[config.mk]
export PLATFORM = sky130hd
export DESIGN_NAME = load_store_unit
export DESIGN_NICKNAME = d
export VERILOG_FILES = /design/src/rtl/load_store_unit.sv
export SDC_FILE = /design/constraint.sdc
export NUM_CORES = 1
export LEC_CHECK = 0
export CAP_MARGIN = 40
export CORE_UTILIZATION = 45
export DETAILED_ROUTE_END_ITERATION = 8
export PLACE_DENSITY = 0.93
export SLEW_MARGIN = 20
export SYNTH_ARGS = -nofsm -noshare
export SYNTH_HDL_FRONTEND = slang
export SYNTH_SLANG_ARGS = --single-unit
[constraint.sdc]
create_clock -name clk_i -period 4.5 [get_ports clk_i]
set_input_delay 0.45 -clock clk_i [delete_from_list [all_inputs] [get_ports clk_i]]
set_output_delay 0.45 -clock clk_i [all_outputs]
set_load 0.01 [all_outputs]
[src/rtl/load_store_unit.sv]
// Load/store unit: memory stage behind the ALU.
// Turns one load or store into a single req/gnt/rvalid data-memory transaction,
// stalls the core while the access is in flight, and aborts the access if the
// bus does not answer within TIMEOUT_CYCLES cycles.
//
//  state | meaning
//  ------+--------------------------------------------------------------
//  IDLE  | no access in flight; legal access is captured and stalls now
//  REQ   | mem_req_o high from captured regs, waiting for mem_gnt_i
//  WAIT  | load granted, waiting for mem_rvalid_i
//  DONE  | one-cycle completion slot: ld_valid_o or err_o, stall released

module load_store_unit #(
    parameter int TIMEOUT_CYCLES = 255
) (
    input  logic        clk_i,
    input  logic        rst_i,
    input  logic [31:0] addr_i,
    input  logic [31:0] st_data_i,
    input  logic        ld_en_i,
    input  logic        st_en_i,
    input  logic [2:0]  lsu_op_i,
    output logic        stall_o,
    output logic [31:0] ld_data_o,
    output logic        ld_valid_o,
    output logic        misalign_o,
    output logic        err_o,
    output logic        mem_req_o,
    output logic        mem_we_o,
    output logic [31:0] mem_addr_o,
    output logic [31:0] mem_wdata_o,
    output logic [3:0]  mem_be_o,
    input  logic        mem_gnt_i,
    input  logic        mem_rvalid_i,
    input  logic [31:0] mem_rdata_i
);

    localparam logic [1:0] IDLE = 2'd0;
    localparam logic [1:0] REQ  = 2'd1;
    localparam logic [1:0] WAIT = 2'd2;
    localparam logic [1:0] DONE = 2'd3;

    // Last count value at which the bus may still answer.
    localparam logic [7:0] TMO_LAST = 8'(TIMEOUT_CYCLES - 1);

    logic [1:0]  state;
    logic [1:0]  state_next;
    logic [7:0]  tmo_cnt;
    logic        tmo_hit;

    logic [31:0] addr_q;
    logic [31:0] data_q;
    logic [2:0]  op_q;
    logic        we_q;
    logic        ld_valid_q;
    logic        err_q;
    logic [31:0] ld_data_q;

    logic        access;
    logic        op_illegal;
    logic        misaligned;
    logic        reject;
    logic        start;

    logic [3:0]  be_lane;
    logic [31:0] wdata_lane;
    logic [7:0]  rd_byte;
    logic [15:0] rd_half;
    logic [31:0] ld_ext;

    // Decode the incoming instruction: legal access starts, anything else is rejected.
    always_comb begin
        access     = ld_en_i ^ st_en_i;
        op_illegal = (lsu_op_i == 3'b011) || (lsu_op_i[2:1] == 2'b11) ||
                     (st_en_i && lsu_op_i[2]);
        misaligned = ((lsu_op_i[1:0] == 2'b01) && addr_i[0]) ||
                     ((lsu_op_i[1:0] == 2'b10) && (addr_i[1:0] != 2'b00));
        reject     = (ld_en_i && st_en_i) || (access && (op_illegal || misaligned));
        start      = access && !op_illegal && !misaligned;
        tmo_hit    = (tmo_cnt == TMO_LAST);
    end

    // Next-state logic; rvalid alongside gnt in REQ is deliberately not looked at.
    always_comb begin
        state_next = state;
        case (state)
            IDLE: if (start) state_next = REQ;
            REQ: begin
                if (mem_gnt_i)    state_next = we_q ? DONE : WAIT;
                else if (tmo_hit) state_next = DONE;
            end
            WAIT: if (mem_rvalid_i || tmo_hit) state_next = DONE;
            DONE: state_next = IDLE;
            default: state_next = IDLE;
        endcase
    end

    // State register, timeout counter and completion pulses.
    always_ff @(posedge clk_i or posedge rst_i) begin
        if (rst_i) begin
            state      <= IDLE;
            tmo_cnt    <= 8'd0;
            ld_valid_q <= 1'b0;
            err_q      <= 1'b0;
        end else begin
            state      <= state_next;
            ld_valid_q <= 1'b0;
            err_q      <= 1'b0;
            case (state)
                IDLE: if (start) tmo_cnt <= 8'd0;
                REQ: begin
                    tmo_cnt <= tmo_cnt + 8'd1;
                    if (!mem_gnt_i && tmo_hit) err_q <= 1'b1;
                end
                WAIT: begin
                    tmo_cnt <= tmo_cnt + 8'd1;
                    if (mem_rvalid_i)  ld_valid_q <= 1'b1;
                    else if (tmo_hit)  err_q      <= 1'b1;
                end
                default: ;
            endcase
        end
    end

    // Capture the access at start so later input changes cannot disturb the bus;
    // the load result register only changes on a completed read.
    always_ff @(posedge clk_i or posedge rst_i) begin
        if (rst_i) begin
            addr_q    <= 32'd0;
            data_q    <= 32'd0;
            op_q      <= 3'd0;
            we_q      <= 1'b0;
            ld_data_q <= 32'd0;
        end else begin
            if (state == IDLE && start) begin
                addr_q <= addr_i;
                data_q <= st_data_i;
                op_q   <= lsu_op_i;
                we_q   <= st_en_i;
            end
            if (state == WAIT && mem_rvalid_i) ld_data_q <= ld_ext;
        end
    end

    // Byte enables and lane-replicated write data from the captured access.
    always_comb begin
        be_lane    = 4'b1111;
        wdata_lane = data_q;
        case (op_q[1:0])
            2'b00: begin
                be_lane    = 4'b0001 << addr_q[1:0];
                wdata_lane = {4{data_q[7:0]}};
            end
            2'b01: begin
                be_lane    = addr_q[1] ? 4'b1100 : 4'b0011;
                wdata_lane = {2{data_q[15:0]}};
            end
            default: begin
                be_lane    = 4'b1111;
                wdata_lane = data_q;
            end
        endcase
    end

    // Lane select and sign/zero extension of the returned read word.
    always_comb begin
        case (addr_q[1:0])
            2'b00:   rd_byte = mem_rdata_i[7:0];
            2'b01:   rd_byte = mem_rdata_i[15:8];
            2'b10:   rd_byte = mem_rdata_i[23:16];
            default: rd_byte = mem_rdata_i[31:24];
        endcase
        rd_half = addr_q[1] ? mem_rdata_i[31:16] : mem_rdata_i[15:0];
        case (op_q)
            3'b000:  ld_ext = {{24{rd_byte[7]}}, rd_byte};
            3'b100:  ld_ext = {24'd0, rd_byte};
            3'b001:  ld_ext = {{16{rd_half[15]}}, rd_half};
            3'b101:  ld_ext = {16'd0, rd_half};
            default: ld_ext = mem_rdata_i;
        endcase
    end

    // Output drive; stall and misalign are gated by reset so they drop immediately.
    always_comb begin
        mem_req_o   = (state == REQ);
        mem_we_o    = mem_req_o && we_q;
        mem_addr_o  = mem_req_o ? {addr_q[31:2], 2'b00} : 32'd0;
        mem_be_o    = mem_req_o ? be_lane : 4'd0;
        mem_wdata_o = mem_req_o ? wdata_lane : 32'd0;
        stall_o     = !rst_i && ((state == REQ) || (state == WAIT) ||
                                 ((state == IDLE) && start));
        misalign_o  = !rst_i && (state == IDLE) && reject;
        ld_valid_o  = ld_valid_q;
        err_o       = err_q;
        ld_data_o   = ld_data_q;
    end

endmodule

# Word level (Yosys, flattened, before mapping)
# Cells that the tools add are included.
[totals]
input_bits = 105
memories = 0
mem_bits_rw = 0
romBits = 0
regBits = 112
latch_bits = 0
[classes]
n_mul = 0
magnitude_cmp = 0
div_mod_pow = 0
bitwise = 1
eq_ne = 17
shifts = 1
n_reduce_logical = 35
mux = 23
addsub = 1
[ops]
columns = ["cell", "count"]
rows = [
  ["case mux 32 bit (4 select lines)", 1],
  ["2-to-1 mux 32 bit", 2],
  ["case mux 32 bit (2 select lines)", 1],
  ["case mux 8 bit (3 select lines)", 1],
  ["2-to-1 mux 16 bit", 1],
  ["case mux 8 bit (2 select lines)", 1],
  ["logical AND 1 bit", 14],
  ["equality test 2 bit (second input constant)", 5],
  ["adder 8 x 1 -> 8 bit (second input constant)", 1],
  ["equality test 2 x 1 -> 1 bit (second input constant)", 4],
  ["equality test 8 bit (second input constant)", 1],
  ["logical OR 1 bit", 8],
  ["2-to-1 mux 2 bit", 4],
  ["2-to-1 mux 4 bit", 2],
  ["2-to-1 mux 8 bit", 1],
  ["case mux 2 bit (4 select lines)", 1],
  ["case mux 4 bit (2 select lines)", 1],
  ["equality test 3 bit (second input constant)", 2],
  ["zero test 2 bit", 3],
  ["2-to-1 mux 1 bit", 6],
  ["zero test 1 bit", 4],
  ["!= test 2 bit (second input constant)", 2],
  ["nonzero test 2 bit", 2],
  ["<< shifter 1 x 2 -> 4 bit (first input constant)", 1],
  ["other kinds (9)", 9],
]

# Depth between registers and ports, before layout
[depth]
ltp_word = 9
depth_mapped = 8

# Least setup slack after synthesis
# No wires, ideal clock.
[synth_timing]
path_type = "input to output"
start = "in st_en_i"
end = "out stall_o"
n_path_buf = 3
path_stages = 7
path_slack_ns = 2.524
t_required_ns = 4.050
t_arrival_ns = 1.526
path_cell_list = "a221oi_2 o211a_1 buf_4 buf_8 buf_8 nor2_1 nor2_1"
[synth_between]
elab_chain_cells = 8
word_cells_on_any_way = 9
[synth_lines]
columns = ["element", "line", "source"]
rows = [
  ["start: declaration", "21", "input logic st_en_i,"],
  ["logical AND 1 bit", "75", "(st_en_i && lsu_op_i[2]);"],
  ["logical OR 1 bit", "74", "op_illegal = (lsu_op_i == 3'b011) || (lsu_op_i[2:1] == 2'b11) ||"],
  ["zero test 1 bit", "79", "start = access && !op_illegal && !misaligned;"],
  ["logical AND 1 bit (*) (2 in series)", "79", ""],
  ["logical AND 1 bit (*)", "191", "((state == IDLE) && start));"],
  ["logical OR 1 bit (*)", "190", "stall_o = !rst_i && ((state == REQ) || (state == WAIT) ||"],
  ["logical AND 1 bit (*)", "190", ""],
  ["end: declaration", "23", "output logic stall_o,"],
]
# Every way passes the cells marked *; elsewhere a longest branch is shown, timed or not.

# Worst setup path in the final report
[layout_timing]
start = "reg state[1]"
end = "out mem_wdata_o[9]"
[layout_between]
elab_chain_cells = 2
[layout_lines]
columns = ["element", "line", "source"]
rows = [
  ["start: declaration", "46", "logic [1:0] state;"],
  ["start signal: assignment", "106", "state <= state_next;"],
  ["equality test 2 x 1 -> 1 bit", "185", "mem_req_o = (state == REQ);"],
  ["2-to-1 mux 32 bit", "189", "mem_wdata_o = mem_req_o ? wdata_lane : 32'd0;"],
  ["end: declaration", "31", "output logic [31:0] mem_wdata_o,"],
]
# Every way passes these cells.

==> flow_metrics.py <==
metrics = {
    "global_routing": {
        "globalRouteOverflowTotal": 0,
        "grt_start_max_net_pins": 46,
        "grt_pass1_vias": 5085,
        "grt_first_pass_wirelength_mm": 25.88,
        "antenna_violations_before_repair": 0,
        "globalRouteTotalUtil": 0.2555,
    },
    "place": {
        "routability_cong": 0.9381,
        "placement.io_buffers": 208,
        "dp_cells": 888,
        "post-dp-hpwl_mm": 12.09,
    },
    "worst_setup_path": {
        "critPathArrivalTime_ps": 3020,
        "worst_path_required_ps": 4050,
        "critPathMaxFanout": 45,
        "cp-end-kind": "output pin",
        "r2r-end": "data_q[24]",
        "timing.critical_path.to": "mem_wdata_o[9]",
        "critical_setup_path_class": "flip-flop to output pin",
        "setup.worst_path.start_class": "flip-flop",
        "rrSetupSlack_ps": 2030,
        "crit_path_start": "state[1]",
        "reg2reg_from": "state[0]",
        "reg2regPathDepth": 5,
    },
    "synthesis": {
        "netlist_instances": 541,
        "synth-edff-count": 0,
        "postSynth.topFlopCell": "dfrtp_1",
        "synth_xor_area_frac": 0,
        "muxShareOfSynthArea": 0.1797,
        "syn-mean-instance-area_sq_um": 10.54,
        "largest_family_of_logic_cells_by_synthesized_area": "multiplexers",
        "synth_fa_ha_area_frac": 0.01316,
        "synth_seq_area_share": 0.4914,
        "asyncSetResetFlopFracSynth": 1.000,
        "ys_top_cells_by_area": "dfrtp_1 49%, mux2_2 14%, and2_1 4.6%",
        "syn-cell-area_sq_um": 5703,
        "synth-compound-area-share": 0.1130,
        "ys.warnings.count": 0,
        "synth_top_area_share": 0.4914,
        "post_synth_num_cell_types": 47,
        "synth_area_leader_cell": "dfrtp_1",
        "post_synthesis_sequential_element_count": 112,
        "synth_simple_gate_area_share": 0.1577,
    },
    "cts": {
        "clockBufferDepth": 2,
        "clock_latency_ps": 350,
        "cts_num_sinks": 112,
        "htree_num_levels": 3,
        "ctsHoldBuffers": 0,
        "numCtsBuffers": 9,
        "ctsResizeCount": 0,
        "cts_tree": "done",
        "cts.repair_timing.setup_buffer_count": 0,
        "clk_pin_slew_ps": 70,
        "cts_root_buffer": "clkbuf_16",
    },
    "timing": {
        "tightestPinTransition_ps": 761.6,
        "max_freq_mhz": 288.2,
        "timing_max_transition_violations_final": 0,
        "max_slew_margin": 0.4883,
        "period_minus_slack_ps": 3470,
        "final.setup.tns_ps": 0,
        "hold_viol": 0,
        "fin_skew_ps": 7.744,
        "hold_slack_ps": 487.6,
        "finalSetupViolCount": 0,
        "min_period_over_period": 0.7711,
        "rsz0062_at_grt": "no",
    },
    "flow_run": {
        "maxCapViolations": 0,
    },
    "pwr": {
        "worst_ir_drop_vdd_uv": 347.0,
        "leakage_power_nw": 3.483,
        "design_power_total_mw": 5.415,
        "total_power_density_per_cell_area_nw_per_um2": 659.2,
    },
    "drt": {
        "detail_route.vias_per_cell": 5.522,
        "drc": 0,
        "routed-via-count": 4992,
        "post_detailed_route_count_of_antenna_violating_nets": 0,
        "routed_wirelength_mm": 16.31,
        "drt-pass1-iter-count": 5,
        "dr.first_iter.drc_count": 485,
        "detail_route.wl_per_cell_um": 18.04,
    },
    "min_path": {
        "hold_path_class": "flip-flop to flip-flop",
    },
    "floorplanning": {
        "core-area_sq_um": 12160,
        "top_level_ports": 211,
        "floorplan.die_area_sq_um": 13130,
        "initial_core_util": 0.4689,
        "floorplan.rows": 40,
        "die_height_um": 114.6,
        "die_w_um": 114.6,
    },
    "layout": {
        "finish.cell_count_without_fillers": 904,
        "n_fill_cell": 875,
        "highest_count_cells_in_the_layout_ignoring_fill_and_taps": "208 x clkdlybuf4s50_1, 111 x dfrtp_1, 73 x mux2_2",
        "diodes": 0,
        "drive_above_1_share": 0.1440,
        "nets": 842,
        "layout.cells.most_common": "clkdlybuf4s50_1",
        "area_delta_synth_final_pct": 44.03,
    },
    "status": {
        "status": "complete, no violations",
    },
}
-- cell type report --
type	count	area [sq um]	share of cell area
inverter	11	43.79	0.005331
clock inverter	7	70.07	0.008530
tap	168	210.2	0.02559
clock buffer	9	225.2	0.02742
timing repair buffer	216	2202	0.2681
sequential	112	2804	0.3414
multi-input combinational	381	2659	0.3237
-- per-layer routing --
| metal | vias up | wire [um] | track usage | part of all wire |
|---|---|---|---|---|
| met5 | - | 0 | 0 | 0 |
| met4 | 0 | 527 | 0.1177 | 0.032 |
| met3 | 40 | 1057 | 0.04923 | 0.065 |
| met2 | 237 | 8334 | 0.4493 | 0.51 |
| met1 | 2418 | 6391 | 0.3018 | 0.39 |
| li1 | 2297 | - | - | - |
-- sequential cells by signal, summed over array words and instances, names as in the netlist --
signal,flops
ld_data_o,32
state,2
ld_valid_o,1
op_q,3
tmo_cnt,8
addr_q,32
data_q,32
we_q,1
err_o,1
-- how the worst min path moves through the flow --
stage / startpoint / end / slack [ps] / cells past startpoint
6_report: ld_data_o[6] / ld_data_o[6] / 490 / 2
5_1_grt: addr_q[7] / addr_q[7] / 510 / 1
2_1_floorplan: addr_q[21] / addr_q[21] / 470 / 1
4_1_cts: ld_data_o[6] / ld_data_o[6] / 490 / 2
3_3_place_gp: ld_data_o[6] / ld_data_o[6] / 460 / 2
3_5_place_dp: ld_data_o[6] / ld_data_o[6] / 470 / 2
-- cell usage after synthesis, types with 3 or more instances --
cell	number
a21o_1	6
a21oi_1	32
a222oi_1	7
a22o_1	8
a22oi_1	8
and2_1	42
buf_1	3
buf_2	4
buf_4	9
clkbuf_1	19
dfrtp_1	112
ha_1	6
inv_1	9
mux2_2	73
mux2i_1	18
nand2_1	44
nand3_1	34
nor2_1	44
nor2b_1	4
nor3_1	7
o21ai_0	19
o22ai_1	3
o2bb2ai_1	3
-- critical path: stages, from the launching register on --
cell and delay [ps]:
dfrtp_1 400, inv_1 110, ha_1 150, buf_4 340
clkinv_1 670, a21oi_1 380, clkdlybuf4s50_1 600
-- power breakdown --
| part | internal (mW) | switching (mW) | total [mW] | leakage [nW] |
|---|---|---|---|---|
| registers | 1.48 | 0.391 | 1.87 | 1.37 |
| clock network | 0.433 | 0.369 | 0.802 | 0.146 |
| logic | 1.47 | 1.28 | 2.74 | 1.97 |
| total | 3.38 | 2.04 | 5.41 | 3.48 |
-- metrics by stage --
stage / setup slack [ps] / util / instance area [sq um]
after floorplan: 1091 / - / 5707
after global placement: 1376 / 0.6431 / 7821
after detailed placement: 1362 / 0.6511 / 7919
after CTS: 1005 / 0.6754 / 8214
after global routing: 770.1 / 0.6754 / 8214
final: 1030 / 0.6754 / 8214
-- logic make-up (layout without fill, tap and decap cells) --
| group | after synthesis | in the layout |
|---|---|---|
| AOI/OAI and AO/OA | 97 | 97 |
| muxes | 92 | 92 |
| other | 1 | 2 |
| and+or+nand+nor | 184 | 184 |
| DFF | 112 | 112 |
| adders and majority gates | 6 | 6 |
| buffers and inverters | 49 | 243 |
Power figures use the tool's default switching activity.
